**src/rtl/serial_adder_pkg.sv**
```systemverilog
// Shared state encoding and sizing helper for the bit-serial adder/subtractor.
// Imported by the top level; holds no logic.
package serial_adder_pkg;

  typedef enum logic {
    S_IDLE = 1'b0,
    S_RUN  = 1'b1
  } state_t;

  // The counter has to hold 0..WIDTH, so it needs one more code than the bit count.
  function automatic int cnt_width(input int width);
    return $clog2(width + 1);
  endfunction

endpackage

```
**src/rtl/serial_adder_fa_bit.sv**
```systemverilog
// Combinational 1-bit full adder: the only arithmetic cell of the serial datapath.
// Zero latency; no flow control.
module fa_bit (
  input  logic a,
  input  logic b,
  input  logic cin,
  output logic s,
  output logic cout
);

  assign s    = a ^ b ^ cin;
  assign cout = (a & b) | (a & cin) | (b & cin);

endmodule

```
**src/rtl/serial_adder.sv**
```systemverilog
// Bit-serial WIDTH-bit add/subtract, LSB first; result, carry and overflow appear WIDTH+1 edges after start.
// start is only accepted in IDLE (including the done cycle); requests while busy are dropped.
module serial_adder
  import serial_adder_pkg::*;
#(
  parameter  int WIDTH = 8,
  localparam int CNT_W = cnt_width(WIDTH)
) (
  input  logic             clk,
  input  logic             rst,
  input  logic             start,
  input  logic             sub,
  input  logic [WIDTH-1:0] a,
  input  logic [WIDTH-1:0] b,
  input  logic             cin,
  output logic             busy,
  output logic             done,
  output logic [WIDTH-1:0] sum,
  output logic             cout,
  output logic             ovf
);

  state_t           state;
  state_t           state_nxt;
  logic [CNT_W-1:0] cnt;
  logic [WIDTH-1:0] a_sr;
  logic [WIDTH-1:0] b_sr;
  logic [WIDTH-1:0] res;
  logic             c;
  logic             cmsb;
  logic             s_bit;
  logic             c_nxt;
  logic             load;
  logic             step;
  logic             last;
  logic             pre_msb;

  assign last    = (cnt == CNT_W'(WIDTH - 1));
  assign pre_msb = (cnt == CNT_W'(WIDTH - 2));

  fa_bit u_fa (
    .a    (a_sr[0]),
    .b    (b_sr[0]),
    .cin  (c),
    .s    (s_bit),
    .cout (c_nxt)
  );

  always_ff @(posedge clk) begin
    if (rst) begin
      state <= S_IDLE;
    end else begin
      state <= state_nxt;
    end
  end

  always_comb begin
    state_nxt = state;
    case (state)
      S_IDLE:  if (start) state_nxt = S_RUN;
      S_RUN:   if (last)  state_nxt = S_IDLE;
      default: state_nxt = S_IDLE;
    endcase
  end

  always_comb begin
    busy = 1'b0;
    load = 1'b0;
    step = 1'b0;
    case (state)
      S_IDLE:  load = start;
      S_RUN: begin
        busy = 1'b1;
        step = 1'b1;
      end
      default: ;
    endcase
  end

  always_ff @(posedge clk) begin
    if (rst) begin
      cnt  <= '0;
      a_sr <= '0;
      b_sr <= '0;
      res  <= '0;
      c    <= 1'b0;
      cmsb <= 1'b0;
      done <= 1'b0;
      sum  <= '0;
      cout <= 1'b0;
      ovf  <= 1'b0;
    end else begin
      done <= 1'b0;
      if (load) begin
        // Subtract becomes a + ~b + 1: invert B here and seed the carry with 1.
        a_sr <= a;
        b_sr <= sub ? ~b : b;
        c    <= sub | cin;
        cnt  <= '0;
        cmsb <= 1'b0;
      end else if (step) begin
        a_sr <= a_sr >> 1;
        b_sr <= b_sr >> 1;
        res  <= {s_bit, res[WIDTH-1:1]};
        c    <= c_nxt;
        cnt  <= cnt + CNT_W'(1);
        // Carry out of bit WIDTH-2 is the carry into the sign bit.
        if (pre_msb) begin
          cmsb <= c_nxt;
        end
        if (last) begin
          sum  <= {s_bit, res[WIDTH-1:1]};
          cout <= c_nxt;
          ovf  <= cmsb ^ c_nxt;
          done <= 1'b1;
        end
      end
    end
  end

endmodule

```
**config.mk**
```make
export PLATFORM = sky130hd
export DESIGN_NAME = serial_adder
export DESIGN_NICKNAME = d
export VERILOG_FILES = /design/src/rtl/serial_adder_pkg.sv /design/src/rtl/serial_adder_fa_bit.sv /design/src/rtl/serial_adder.sv
export SDC_FILE = /design/constraint.sdc
export NUM_CORES = 1
export LEC_CHECK = 0
export BUFFER_PORTS_ARGS = -buffer_cell sky130_fd_sc_hd__buf_2
export CAP_MARGIN = 20
export CORE_UTILIZATION = 58
export DETAILED_ROUTE_END_ITERATION = 16
export PLACE_DENSITY = 0.92
export REMOVE_ABC_BUFFERS = 1
export SYNTH_ARGS = -nofsm -noshare
export SYNTH_HDL_FRONTEND = slang
export SYNTH_HIERARCHICAL = 1
export SYNTH_SLANG_ARGS = --single-unit
```
**constraint.sdc**
```tcl
create_clock -name clk -period 2.1 [get_ports clk]
set_input_delay 0.42 -clock clk [delete_from_list [all_inputs] [get_ports clk]]
set_output_delay 0.42 -clock clk [all_outputs]
set_load 0.005 [all_outputs]
```
# Word level (Yosys, flattened, before mapping)
# Index checks and enable logic that the tools add are counted.
dict set report op_classes {
  n_addsub 1
  multipliers 0
  div_mod_pow 0
  magnitude_cmp 0
  n_eq_ne 2
  n_shift 0
  muxes 13
  bitwise 13
  n_reduce_logical 6
}
# operator count
set ops {}
lappend ops {{8-bit two-way mux} 5}
lappend ops {{4-bit by 3-bit == test with 1-bit output (second input constant)} 2}
lappend ops {{8-bit NOT} 1}
lappend ops {{1-bit two-way mux} 7}
lappend ops {{4-bit by 1-bit adder with 4-bit output (second input constant)} 1}
lappend ops {{2-bit AND reduction} 2}
lappend ops {{1-bit AND} 3}
lappend ops {{1-bit NOT} 3}
lappend ops {{1-bit OR} 3}
lappend ops {{3-bit AND reduction} 1}
lappend ops {{3-bit OR reduction} 1}
lappend ops {{1-bit XOR} 3}
lappend ops {{1-bit one-hot mux with 2 select lines} 1}
lappend ops {{2-bit nonzero test} 1}
lappend ops {{2-bit OR reduction} 1}
dict set report word_totals {
  register_bits 42
  latch_bits 0
  mem_bits_rw 0
  romBits 0
  inputBits 21
  out_inout_bits 12
  elab_cells 46
  mem_count 0
}

# Logic depth before layout (Yosys ltp)
dict set report logic_depth {
  ltp_word 5
  depth_mapped 5
  ltp_nobuf 5
}

# Modules after synthesis
# The synthesis kept the hierarchy.
# module instances cells_each area_per_inst_um2 seq_area_each_um2
set modules_own_cells {}
lappend modules_own_cells {serial_adder 1 174 1726.7 820.8}
lappend modules_own_cells {fa_bit 1 1 20.0 0.0}

# Worst setup path before layout
# No wires, ideal clock.
dict set report synth_timing {
  path_kind {register to register}
  startpoint {reg a_sr[0]}
  endpoint {reg ovf}
  setup_ns 0.117
  arrival_ns 1.111
  required_ns 1.983
  setup_slack_ns 0.872
  path_stages_with_launch 4
  period_less_slack_ns 1.228
  cell_sequence {dfxtp_1 fa_1 xor2_1 a22o_1}
}
dict set report synth_between {
  elab_chain_cells 4
  elab_cells_between_ends 5
  classes_between {5 x bitwise}
}
# item line
set synth_lines {}
lappend synth_lines {{start: declaration} serial_adder.sv:26} ;# logic [WIDTH-1:0] a_sr;
lappend synth_lines {{start signal: assignment} serial_adder.sv:102} ;# a_sr <= a_sr >> 1;
lappend synth_lines {{1-bit AND} serial_adder_fa_bit.sv:12} ;# assign cout = (a & b) | (a & cin) | (b & cin);
lappend synth_lines {{1-bit OR * (2 in a row)} serial_adder_fa_bit.sv:12}
lappend synth_lines {{via c_nxt} serial_adder.sv:32} ;# logic c_nxt;
lappend synth_lines {{1-bit XOR *} serial_adder.sv:114} ;# ovf <= cmsb ^ c_nxt;
lappend synth_lines {{end signal: assignment} serial_adder.sv:114}
lappend synth_lines {{end: declaration} serial_adder.sv:20} ;# output logic ovf
# Mark *: on every way through the listed nets, which the timed path passes. The rest lies on a longest branch.
# A chain may end at the register's enable or synchronous reset.

# Final worst setup path
dict set report layout_timing {
  startpoint {reg state}
  endpoint {out busy}
}
dict set report layout_between {
  elab_chain_cells 1
}
# item line
set layout_lines {}
lappend layout_lines {{start: declaration} serial_adder.sv:23} ;# state_t state;
lappend layout_lines {{start signal: assignment} serial_adder.sv:53} ;# state <= state_nxt;
lappend layout_lines {{1-bit two-way mux} serial_adder.sv:70} ;# case (state)
lappend layout_lines {{end: declaration} serial_adder.sv:16} ;# output logic busy,
# Every way passes these cells.

==> flow_summary.ini <==
[setup_path]
crit_path_top_delay_cell = buf_4
worst-path-buf-inv = 2
cp_top_family = buffers and inverters
end_kind = output port
max_stage_delay_ns = 0.43
criticalPathCategory = flop to output port
path_max_fanout = 44
crit_chain = buf_4, buf_2
required_ns = 1.68
critPathArrivalTime_ns = 1.31
cp-start-kind = flop

[route]
first_pass_iters = 10
drt-initial-drc-count = 25
ant_nets = 0
drc = 4
via_per_inst = 5.60
vias = 1316
wire_per_inst_um = 12.6
finalWirelength_mm = 2.95

[grt]
grt_pass1_wl_mm = 5.07
grt_pass1_vias = 1204
antenna_found_initial = 0
grt_max_degree = 45
grt_overflow = 0
track_usage = 0.205

[clock_network]
cts_sinks = 41
cts_setup_buffers = 0
clockBufferDepth = 2
cts.root.buffer_cell = clkbuf_4
cts-buffers-inserted = 5
cts_tree = built
cts_htree_levels = 2
clock_latency_ns = 0.34
post_cts_resized = 0
postCtsHoldBufs = 0
clk_pin_slew_ns = 0.11

[floorplanning]
start_util = 0.623
die_w_um = 56.9
die_height_um = 56.9
rows = 19
die_area_mm2 = 0.00323
io_pins = 33
coreArea_mm2 = 0.00281

[yosys]
syn_area_per_cell_um2 = 9.98
ys_ff_latch = 41
seq_area_frac_synth = 0.470
synth_top_area_share = 0.470
yosysTopAreaCell = dfxtp_1
ys_warn_count = 6
ys_types = 25
syn-instance-count = 175
syn_area_mm2 = 0.00175
ys_top_cells_by_area = dfxtp_1, mux2i_1, nor2_1

[finish]
syn_to_final_growth_pct = 10.9
drive_gt1_frac = 0.250
fin_nets = 227
utilization = 0.690
diodes = 0
final_common_cell = dfxtp_1
final_cell_mix = dfxtp_1, buf_2, nor2_1

[timing]
relSlewSlack = 0.562
post-route-period-util = 0.826
finalCriticalPeriod_ns = 1.73
fin_skew_ns = 0.00809
hold_viol = 0
maxSlewViolCount = 0
worst_pin_slew_ns = 0.655
rsz0062_at_grt = no
setup_viol = 0
max_freq_mhz = 577

[place]
dpl.hpwl_mm = 2.11
io_buffers = 32
gp_congestion = 0.699

[flow_run]
drv_cap = 0

[run_status]
outcome = finished with violations
violations = DRC

[power_and_ir_drop]
power_uw = 1360
ir_drop_uv = 419
power.density_mw_per_mm2 = 704
p_leak_uw = 0.000871

[hold_path]
hold_class = input pin to flop
## registers in the layout, indices dropped and copies added, names as in the netlist
register and count:
a_sr 8, b_sr 8, c 1, cmsb 1, cnt 4, cout 1, done 1, ovf 1
res 7, state 1, sum 8
## through the flow
step	TNS (ns)	cells	worst slack (ns)	hold slack (ns)	cell area (µm²)
global route	0	235	0.274	0.334	1940
global placement	0	227	0.572	0.436	1890
CTS	0	235	0.344	0.323	1940
floorplan	-0.0275	161	-0.00275	0.426	1660
detailed placement	0	227	0.504	0.452	1890
finish	0	235	0.366	0.337	1940
## where the power goes
part	internal (µW)	leakage [µW]	switching (µW)	total, µW
Combinational	84.8	0.000505	87.6	172
Sequential	808	0.000334	18.9	827
Clock	128	0.0000320	237	365
Total	1020	0.000871	343	1360
## routing by layer
metal	GRT usage	vias to the layer above	wire length (µm)
met5	0	-	0
met4	0.0801	0	21
met3	0.0783	2	187
met2	0.359	38	1490
met1	0.222	613	1260
li1	-	663	-
## cells in the mapped netlist
library cell	count
a21oi_1	12
buf_4	1
xnor2_1	8
a211o_1	8
ha_1	2
o21a_1	2
a211oi_1	1
inv_1	3
a22o_1	10
fa_1	1
xor2_1	2
nand3_1	1
a2111oi_2	1
nor2b_1	1
nor3_1	2
nand2_1	9
clkbuf_1	1
nor3b_1	3
nand4b_1	2
mux2_2	7
dfxtp_1	41
nor2_1	29
buf_6	2
mux2i_1	16
buf_2	10
## kinds of logic (layout without fill, tap and decap cells)
group | count (synthesis) | after routing | synth area share
multiplexers | 23 | 23 | 0.137
XOR/XNOR | 10 | 10 | 0.0501
AO/OA/AOI/OAI | 34 | 34 | 0.146
adder cells (fa/ha/maj) | 3 | 3 | 0.0258
buffers and inverters | 17 | 46 | 0.0544
flip-flops | 41 | 41 | 0.470
AND/OR/NAND/NOR | 47 | 47 | 0.117
## worst reg2reg max path: stages, from the launching register on
cell	delay (ns)
dfxtp_1	0.39
ha_1	0.20
nand4b_1	0.11
nor2_1	0.52
a22o_1	0.23
## cell type report
type | count | area [µm²]
multi-input cells | 117 | 831
flip-flops and latches | 41 | 822
repair buffers | 35 | 183
fillers | 229 | 868
inverters | 3 | 11.3
clock inverters | 2 | 10.0
well taps | 31 | 38.8
clock buffers | 6 | 41.3
## worst paths after layout
path / start / to / slack (ns) / cells after the start
setup / recovery: state / busy / 0.37 / 2
hold / removal: rst / res[1] / 0.34 / 2
setup reg to reg: cnt[1] / ovf / 0.60 / 4
hold reg to reg: b_sr[2] / b_sr[1] / 0.46 / 2
Power figures use the tool's default switching activity.
